## config.mk

```make
export PLATFORM = sky130hd
export DESIGN_NAME = caravel_wb_responder
export DESIGN_NICKNAME = d
export VERILOG_FILES = /design/src/rtl/caravel_wb_responder_pkg.sv /design/src/rtl/caravel_wb_responder_fifo.sv /design/src/rtl/caravel_wb_responder.sv
export SDC_FILE = /design/constraint.sdc
export NUM_CORES = 1
export LEC_CHECK = 0
export ABC_AREA = 0
export BUFFER_PORTS_ARGS = -buffer_cell sky130_fd_sc_hd__buf_4
export CAP_MARGIN = 0
export CORE_ASPECT_RATIO = 0.7
export CORE_MARGIN = 8
export CORE_UTILIZATION = 32
export CTS_CLUSTER_SIZE = 40
export DETAILED_ROUTE_END_ITERATION = 12
export MAX_ROUTING_LAYER = met4
export PLACE_DENSITY = 0.54
export RECOVER_POWER = 100
export SYNTH_ARGS = -nofsm -noshare
export SYNTH_HDL_FRONTEND = slang
export SYNTH_SLANG_ARGS = --single-unit
export TNS_END_PERCENT = 20
```

## constraint.sdc

```tcl
create_clock -name wb_clk_i -period 6.4 [get_ports wb_clk_i]
set_input_delay 0.64 -clock wb_clk_i [delete_from_list [all_inputs] [get_ports wb_clk_i]]
set_output_delay 0.64 -clock wb_clk_i [all_outputs]
set_load 0.05 [all_outputs]
```

## src/rtl/caravel_wb_responder_pkg.sv

```systemverilog
// Shared types and constants for the Caravel Wishbone responder.
package caravel_wb_responder_pkg;

    localparam int unsigned CARAVEL_ADR_W = 28;
    localparam int unsigned WB_DATA_W     = 32;
    localparam int unsigned WB_SEL_W      = 4;

    // One buffered bus request, as captured at acceptance.
    typedef struct packed {
        logic                     we;
        logic [WB_SEL_W-1:0]      sel;
        logic [CARAVEL_ADR_W-1:0] adr;
        logic [WB_DATA_W-1:0]     data;
    } wb_req_t;

    localparam int unsigned WB_REQ_W = $bits(wb_req_t);

    // Response sequencer states: one memory op outstanding at a time.
    typedef enum logic [1:0] {
        ST_IDLE = 2'd0,
        ST_WAIT = 2'd1,
        ST_RESP = 2'd2
    } rsp_state_e;

endpackage

```

## src/rtl/caravel_wb_responder_fifo.sv

```systemverilog
// Request buffer: synchronous FIFO with push/pop/flush and async reset.
module wb_request_fifo
    import caravel_wb_responder_pkg::*;
#(
    parameter int unsigned DEPTH = 2
) (
    input  logic    clk_i,
    input  logic    rst_i,
    input  logic    push_i,
    input  wb_req_t push_data_i,
    input  logic    pop_i,
    input  logic    flush_i,
    output wb_req_t head_o,
    output logic    full_o,
    output logic    empty_o
);

    localparam int unsigned PTR_W = (DEPTH > 1) ? $clog2(DEPTH) : 1;
    localparam int unsigned CNT_W = $clog2(DEPTH + 1);

    wb_req_t            store_q [DEPTH];
    logic [PTR_W-1:0]   wr_ptr_q, wr_ptr_d;
    logic [PTR_W-1:0]   rd_ptr_q, rd_ptr_d;
    logic [CNT_W-1:0]   count_q, count_d;
    logic               push_ok_c;
    logic               pop_ok_c;

    assign full_o    = (count_q == CNT_W'(DEPTH));
    assign empty_o   = (count_q == '0);
    assign head_o    = store_q[rd_ptr_q];
    assign push_ok_c = push_i && !full_o && !flush_i;
    assign pop_ok_c  = pop_i && !empty_o && !flush_i;

    // Pointer and occupancy update; pointers wrap naturally since DEPTH is a power of two.
    always_comb begin
        wr_ptr_d = wr_ptr_q;
        rd_ptr_d = rd_ptr_q;
        count_d  = count_q;
        if (flush_i) begin
            wr_ptr_d = '0;
            rd_ptr_d = '0;
            count_d  = '0;
        end else begin
            if (push_ok_c) wr_ptr_d = wr_ptr_q + PTR_W'(1);
            if (pop_ok_c)  rd_ptr_d = rd_ptr_q + PTR_W'(1);
            case ({push_ok_c, pop_ok_c})
                2'b10:   count_d = count_q + CNT_W'(1);
                2'b01:   count_d = count_q - CNT_W'(1);
                default: count_d = count_q;
            endcase
        end
    end

    // Control registers, cleared asynchronously.
    always_ff @(posedge clk_i or posedge rst_i) begin
        if (rst_i) begin
            wr_ptr_q <= '0;
            rd_ptr_q <= '0;
            count_q  <= '0;
        end else begin
            wr_ptr_q <= wr_ptr_d;
            rd_ptr_q <= rd_ptr_d;
            count_q  <= count_d;
        end
    end

    // Payload storage; contents are don't-care while the entry is not counted.
    always_ff @(posedge clk_i) begin
        if (push_ok_c) store_q[wr_ptr_q] <= push_data_i;
    end

endmodule

```

## src/rtl/caravel_wb_responder.sv

```systemverilog
// Pipelined Wishbone B4 responder: buffers requests, serialises them to a
// fixed-latency word memory, and returns in-order ack/error with read data.
module caravel_wb_responder
    import caravel_wb_responder_pkg::*;
#(
    parameter int unsigned              MEM_ADDR_WIDTH = 10,
    parameter logic [CARAVEL_ADR_W-1:0] BASE_TAG       = '0,
    parameter int unsigned              READ_LATENCY   = 1,
    parameter int unsigned              FIFO_DEPTH     = 2
) (
    input  logic                      wb_clk_i,
    input  logic                      wb_rst_i,
    input  logic                      wb_cyc_i,
    input  logic                      wb_stb_i,
    input  logic                      wb_we_i,
    input  logic [WB_SEL_W-1:0]       wb_sel_i,
    input  logic [WB_DATA_W-1:0]      wb_data_i,
    input  logic [CARAVEL_ADR_W-1:0]  wb_adr_i,
    output logic                      wb_ack_o,
    output logic                      wb_stall_o,
    output logic                      wb_error_o,
    output logic [WB_DATA_W-1:0]      wb_data_o,
    output logic                      mem_en_o,
    output logic [WB_SEL_W-1:0]       mem_we_o,
    output logic [MEM_ADDR_WIDTH-1:0] mem_addr_o,
    output logic [WB_DATA_W-1:0]      mem_wdata_o,
    input  logic [WB_DATA_W-1:0]      mem_rdata_i
);

    localparam int unsigned TAG_LSB = MEM_ADDR_WIDTH + 2;
    localparam int unsigned TAG_W   = CARAVEL_ADR_W - TAG_LSB;
    localparam int unsigned LAT_W   = $clog2(READ_LATENCY + 1);

    wb_req_t            push_req_c;
    wb_req_t            head_c;
    logic               accept_c;
    logic               flush_c;
    logic               pop_c;
    logic               fifo_full;
    logic               fifo_empty;
    logic               head_mapped_c;

    rsp_state_e         state_q, state_d;
    logic [LAT_W-1:0]   cnt_q, cnt_d;
    logic               we_q, we_d;
    logic               err_q, err_d;
    logic [WB_DATA_W-1:0] data_q, data_d;

    // Stall comes straight from the registered occupancy, so a same-cycle pop never unstalls.
    assign wb_stall_o = fifo_full;
    assign accept_c   = wb_cyc_i && wb_stb_i && !fifo_full;
    assign flush_c    = !wb_cyc_i;
    assign push_req_c = '{we: wb_we_i, sel: wb_sel_i, adr: wb_adr_i, data: wb_data_i};

    // Window decode: tag bits must match and the address must be word aligned.
    assign head_mapped_c = (head_c.adr[CARAVEL_ADR_W-1:TAG_LSB] == BASE_TAG[TAG_W-1:0])
                        && (head_c.adr[1:0] == 2'b00);

    wb_request_fifo #(
        .DEPTH (FIFO_DEPTH)
    ) u_req_fifo (
        .clk_i       (wb_clk_i),
        .rst_i       (wb_rst_i),
        .push_i      (accept_c),
        .push_data_i (push_req_c),
        .pop_i       (pop_c),
        .flush_i     (flush_c),
        .head_o      (head_c),
        .full_o      (fifo_full),
        .empty_o     (fifo_empty)
    );

    // Sequencer next state and qualified memory/bus strobes.
    always_comb begin
        state_d     = state_q;
        cnt_d       = cnt_q;
        we_d        = we_q;
        err_d       = err_q;
        data_d      = data_q;
        pop_c       = 1'b0;
        mem_en_o    = 1'b0;
        mem_we_o    = '0;
        mem_addr_o  = '0;
        mem_wdata_o = '0;
        wb_ack_o    = 1'b0;
        wb_error_o  = 1'b0;
        wb_data_o   = '0;

        case (state_q)
            ST_IDLE: begin
                if (wb_cyc_i && !fifo_empty) begin
                    pop_c  = 1'b1;
                    we_d   = head_c.we;
                    data_d = '0;
                    if (head_mapped_c) begin
                        mem_en_o    = 1'b1;
                        mem_we_o    = head_c.we ? head_c.sel : '0;
                        mem_addr_o  = head_c.adr[MEM_ADDR_WIDTH+1:2];
                        mem_wdata_o = head_c.we ? head_c.data : '0;
                        cnt_d       = LAT_W'(READ_LATENCY);
                        err_d       = 1'b0;
                        state_d     = ST_WAIT;
                    end else begin
                        err_d   = 1'b1;
                        state_d = ST_RESP;
                    end
                end
            end
            ST_WAIT: begin
                if (!wb_cyc_i) begin
                    // Bus cycle abandoned: the memory op finishes on its own, no response.
                    state_d = ST_IDLE;
                end else if (cnt_q == LAT_W'(1)) begin
                    data_d  = we_q ? '0 : mem_rdata_i;
                    state_d = ST_RESP;
                end else begin
                    cnt_d = cnt_q - LAT_W'(1);
                end
            end
            ST_RESP: begin
                state_d = ST_IDLE;
                if (wb_cyc_i) begin
                    wb_ack_o   = !err_q;
                    wb_error_o = err_q;
                    wb_data_o  = err_q ? '0 : data_q;
                end
            end
            default: state_d = ST_IDLE;
        endcase
    end

    // Sequencer registers; reset abandons any in-flight request.
    always_ff @(posedge wb_clk_i or posedge wb_rst_i) begin
        if (wb_rst_i) begin
            state_q <= ST_IDLE;
            cnt_q   <= '0;
            we_q    <= 1'b0;
            err_q   <= 1'b0;
            data_q  <= '0;
        end else begin
            state_q <= state_d;
            cnt_q   <= cnt_d;
            we_q    <= we_d;
            err_q   <= err_d;
            data_q  <= data_d;
        end
    end

endmodule

```

==> flow_metrics.tcl <==
set metrics [dict create \
    arrival_ns 3.99 \
    critPathBufInv 2 \
    violations "capacitance limit, slew limit" \
    power_density_nw_per_um2 311 \
    die_x_um 194 \
    clock_latency_ns 0.42 \
    antenna_found_initial 0 \
    p_seq_frac 0.473 \
    antenna_cells 0 \
    drt_wl_total_um 17000 \
    ioPinCount 183 \
    leakage_uw 0.00312 \
    ctsResizeCount 0 \
    clk_pin_slew_ns 0.08 \
    dp_hpwl_um 12100 \
    slew_headroom -1.51 \
    worstMarginPinSlew_ns 3.77 \
    rr_worst_depth 4 \
    r2r_slack_ns 2.14 \
    cts-root-buf "clkbuf_16" \
    path_depth 5 \
    seq_area_frac_synth 0.698 \
    place_inst 925 \
    die_y_um 140 \
    synthCells 484 \
    htree_levels 4 \
    cts_tree "done" \
    gp_congestion 0.721 \
    pre_cts_ws_ns 2.92 \
    final_cell_mix "130 x edfxtp_1, 93 x clkbuf_1, 73 x nand2_1, 64 x buf_4, 47 x mux2i_1" \
    hold_buffers 0 \
    power_frac_comb 0.140 \
    mostFrequentLayoutCell "edfxtp_1" \
    grt_pass1_vias 4711 \
    fillCellCount 2095 \
    grt_usage 0.130 \
    first_pass_iters 4 \
    num_vias 4403 \
    viasPerCell 4.60 \
    grt_overflow 0 \
    cp_slowest_cell "clkbuf_1" \
    cts_buffers 17 \
    start_util 0.326 \
    coreArea_um2 21700 \
    syn_avg_cell_area_um2 14.6 \
    fin_cells 957 \
    cp_top_family "buffers and inverters" \
    ys_ff_latch 171 \
    routedWlPerCell_um 17.8 \
    netlist_area_um2 7060 \
    clkPwrFrac 0.388 \
    cp-endpoint "mem_addr_o[0]" \
    crit_chain "nand2b_1 -> or3_2 -> clkbuf_1 -> nor3_1 -> clkbuf_1" \
    clock_sinks 171 \
    postRouteAntennaNets 0 \
    crit_fanout 39 \
    max_freq_ghz 0.216 \
    yosys_warnings 0 \
    power.total_uw 2790 \
    syn2layout_area_growth_pct 27.3 \
    crit_path_end_kind "output port" \
    route.detailed.drc 0 \
    yosysUniqueCellTypes 35 \
    intPower_uw 2020 \
    run_status "finished with violations" \
    worstHoldPathType "in2reg" \
    grt_pass1_wl_um 27100 \
    nets 763 \
    critical_path_class "reg2out" \
    fin_tns_setup_ns 0 \
    cp-startpoint "state_q[0]$_DFFE_PP0P_" \
    r2r_end "u_req_fifo.store_q[1][30]$_DFFE_PP_" \
    synth_nets 585 \
    drt_iter0_markers 187 \
    reg2reg_from "u_req_fifo.count_q[0]$_DFFE_PP0P_" \
    fin_worst_skew_ns 0.0148 \
    p_sw_uw 775 \
    setup_ws_ns 1.77 \
    cpMostUsedCell "clkbuf_1" \
    grt_max_degree 66 \
    report.final.slew_viol_count 279 \
    ir_drop_mv 0.145 \
    rows 45 \
    cts_buffer_depth 2 \
    hold_viol 0 \
    die_area_um2 27200 \
    drive_gt1_frac 0.262 \
    start_kind "register" \
    io_buffers 182 \
    setup_viol 0 \
    period_share 0.723 \
    maxCapViolCount 5 \
    min_period_ns 4.63 \
    post_cts_buffers 0 \
    sw_frac_of_total 0.277 \
    crit_required_ns 5.76 \
    max_stage_delay_ns 1.95 \
    rsz0062_at_grt "false" \
]
-- power groups by stage --
stage | clock (µW) | sequential [µW] | combinational [µW]
finish | 1080 | 1320 | 390
CTS | 1120 | 1320 | 425
global route | 1150 | 1330 | 433
floorplan | 0 | 1320 | 307
detailed placement | 0 | 1340 | 423
global placement | 0 | 1340 | 417
-- per-layer routing --
layer / GRT usage / routed length [µm]
met2: 0.206 / 8390
met4: 0.0315 / 149
met5: - / 0
met3: 0.0280 / 438
met1: 0.169 / 8030
-- through the flow --
step,util,cell area (µm²),hold WS (ns)
after floorplan,-,7060,0.442
after global placement,0.402,8720,0.454
after detailed placement,0.402,8720,0.467
after CTS,0.432,9360,0.358
after global routing,0.415,8990,0.394
final,0.415,8990,0.416
-- registers in the layout, summed over array words and instances, names as in the netlist --
signal and count:
state_q 2, u_req_fifo.store_q 130, u_req_fifo.count_q 2, we_q 1, cnt_q 1, u_req_fifo.rd_ptr_q 1
u_req_fifo.wr_ptr_q 1, data_q 32, err_q 1
-- cells in the mapped netlist (all sizes together) --
cell type    n  share of area
a311o        1         0.0014
a21boi       1         0.0011
buf         18          0.018
nor3        16          0.011
mux2         1         0.0016
nor4b        1         0.0021
nand4        2         0.0018
nand2b       3         0.0027
and3         2         0.0018
mux2i       48          0.069
clkbuf      15         0.0080
xnor3        1         0.0032
edfxtp     130           0.55
a21o         1         0.0011
and2        35          0.031
nor3b        1         0.0011
or3          1        0.00089
o2bb2ai      1         0.0012
nor2         6         0.0032
nand3        1        0.00071
nand2       73          0.039
nor4        41          0.069
xor2         1         0.0012
a22o         2         0.0027
or2          1        0.00089
inv          5         0.0027
o2111ai      1         0.0021
dfrtp       41           0.15
o21ai       34          0.024
-- logic make-up after synthesis --
| kind of cell | after synthesis | share of synthesized area |
|---|---|---|
| buffers and inverters | 38 | 0.0283 |
| muxes | 49 | 0.0702 |
| xor gates and xnor gates | 2 | 0.00443 |
| and+or+nand+nor | 183 | 0.165 |
| AOI/OAI and AO/OA | 41 | 0.0337 |
| DFF | 171 | 0.698 |
-- cell type report --
class | instances | area, µm² | area share
repair buffers | 192 | 1090 | 0.121
well taps | 282 | 353 | 0.0392
clock inverters | 15 | 219 | 0.0244
flip-flops and latches | 171 | 4930 | 0.548
inverters | 5 | 18.8 | 0.00209
multi-input cells | 275 | 1950 | 0.217
clock buffers | 17 | 425 | 0.0473
-- worst register-to-register path, stage by stage (launching register included) --
cell,delay (ns)
dfrtp_1,0.42
nand2b_1,0.17
and2_0,0.26
and3_2,0.21
clkbuf_1,2.63
-- how the worst min path moves through the flow --
stage,start,to,depth (start not counted)
after global placement,data_q[6]$_DFFE_PP0P_,data_q[6]$_DFFE_PP0P_,2
final,wb_data_i[1],u_req_fifo.store_q[0][1]$_DFFE_PP_,1
after detailed placement,data_q[0]$_DFFE_PP0P_,data_q[0]$_DFFE_PP0P_,2
after CTS,wb_rst_i,data_q[29]$_DFFE_PP0P_,3
after floorplan,data_q[0]$_DFFE_PP0P_,data_q[0]$_DFFE_PP0P_,2
after global routing,wb_adr_i[24],u_req_fifo.store_q[1][56]$_DFFE_PP_,1
No activity file was read; power rests on OpenSTA's default activity.
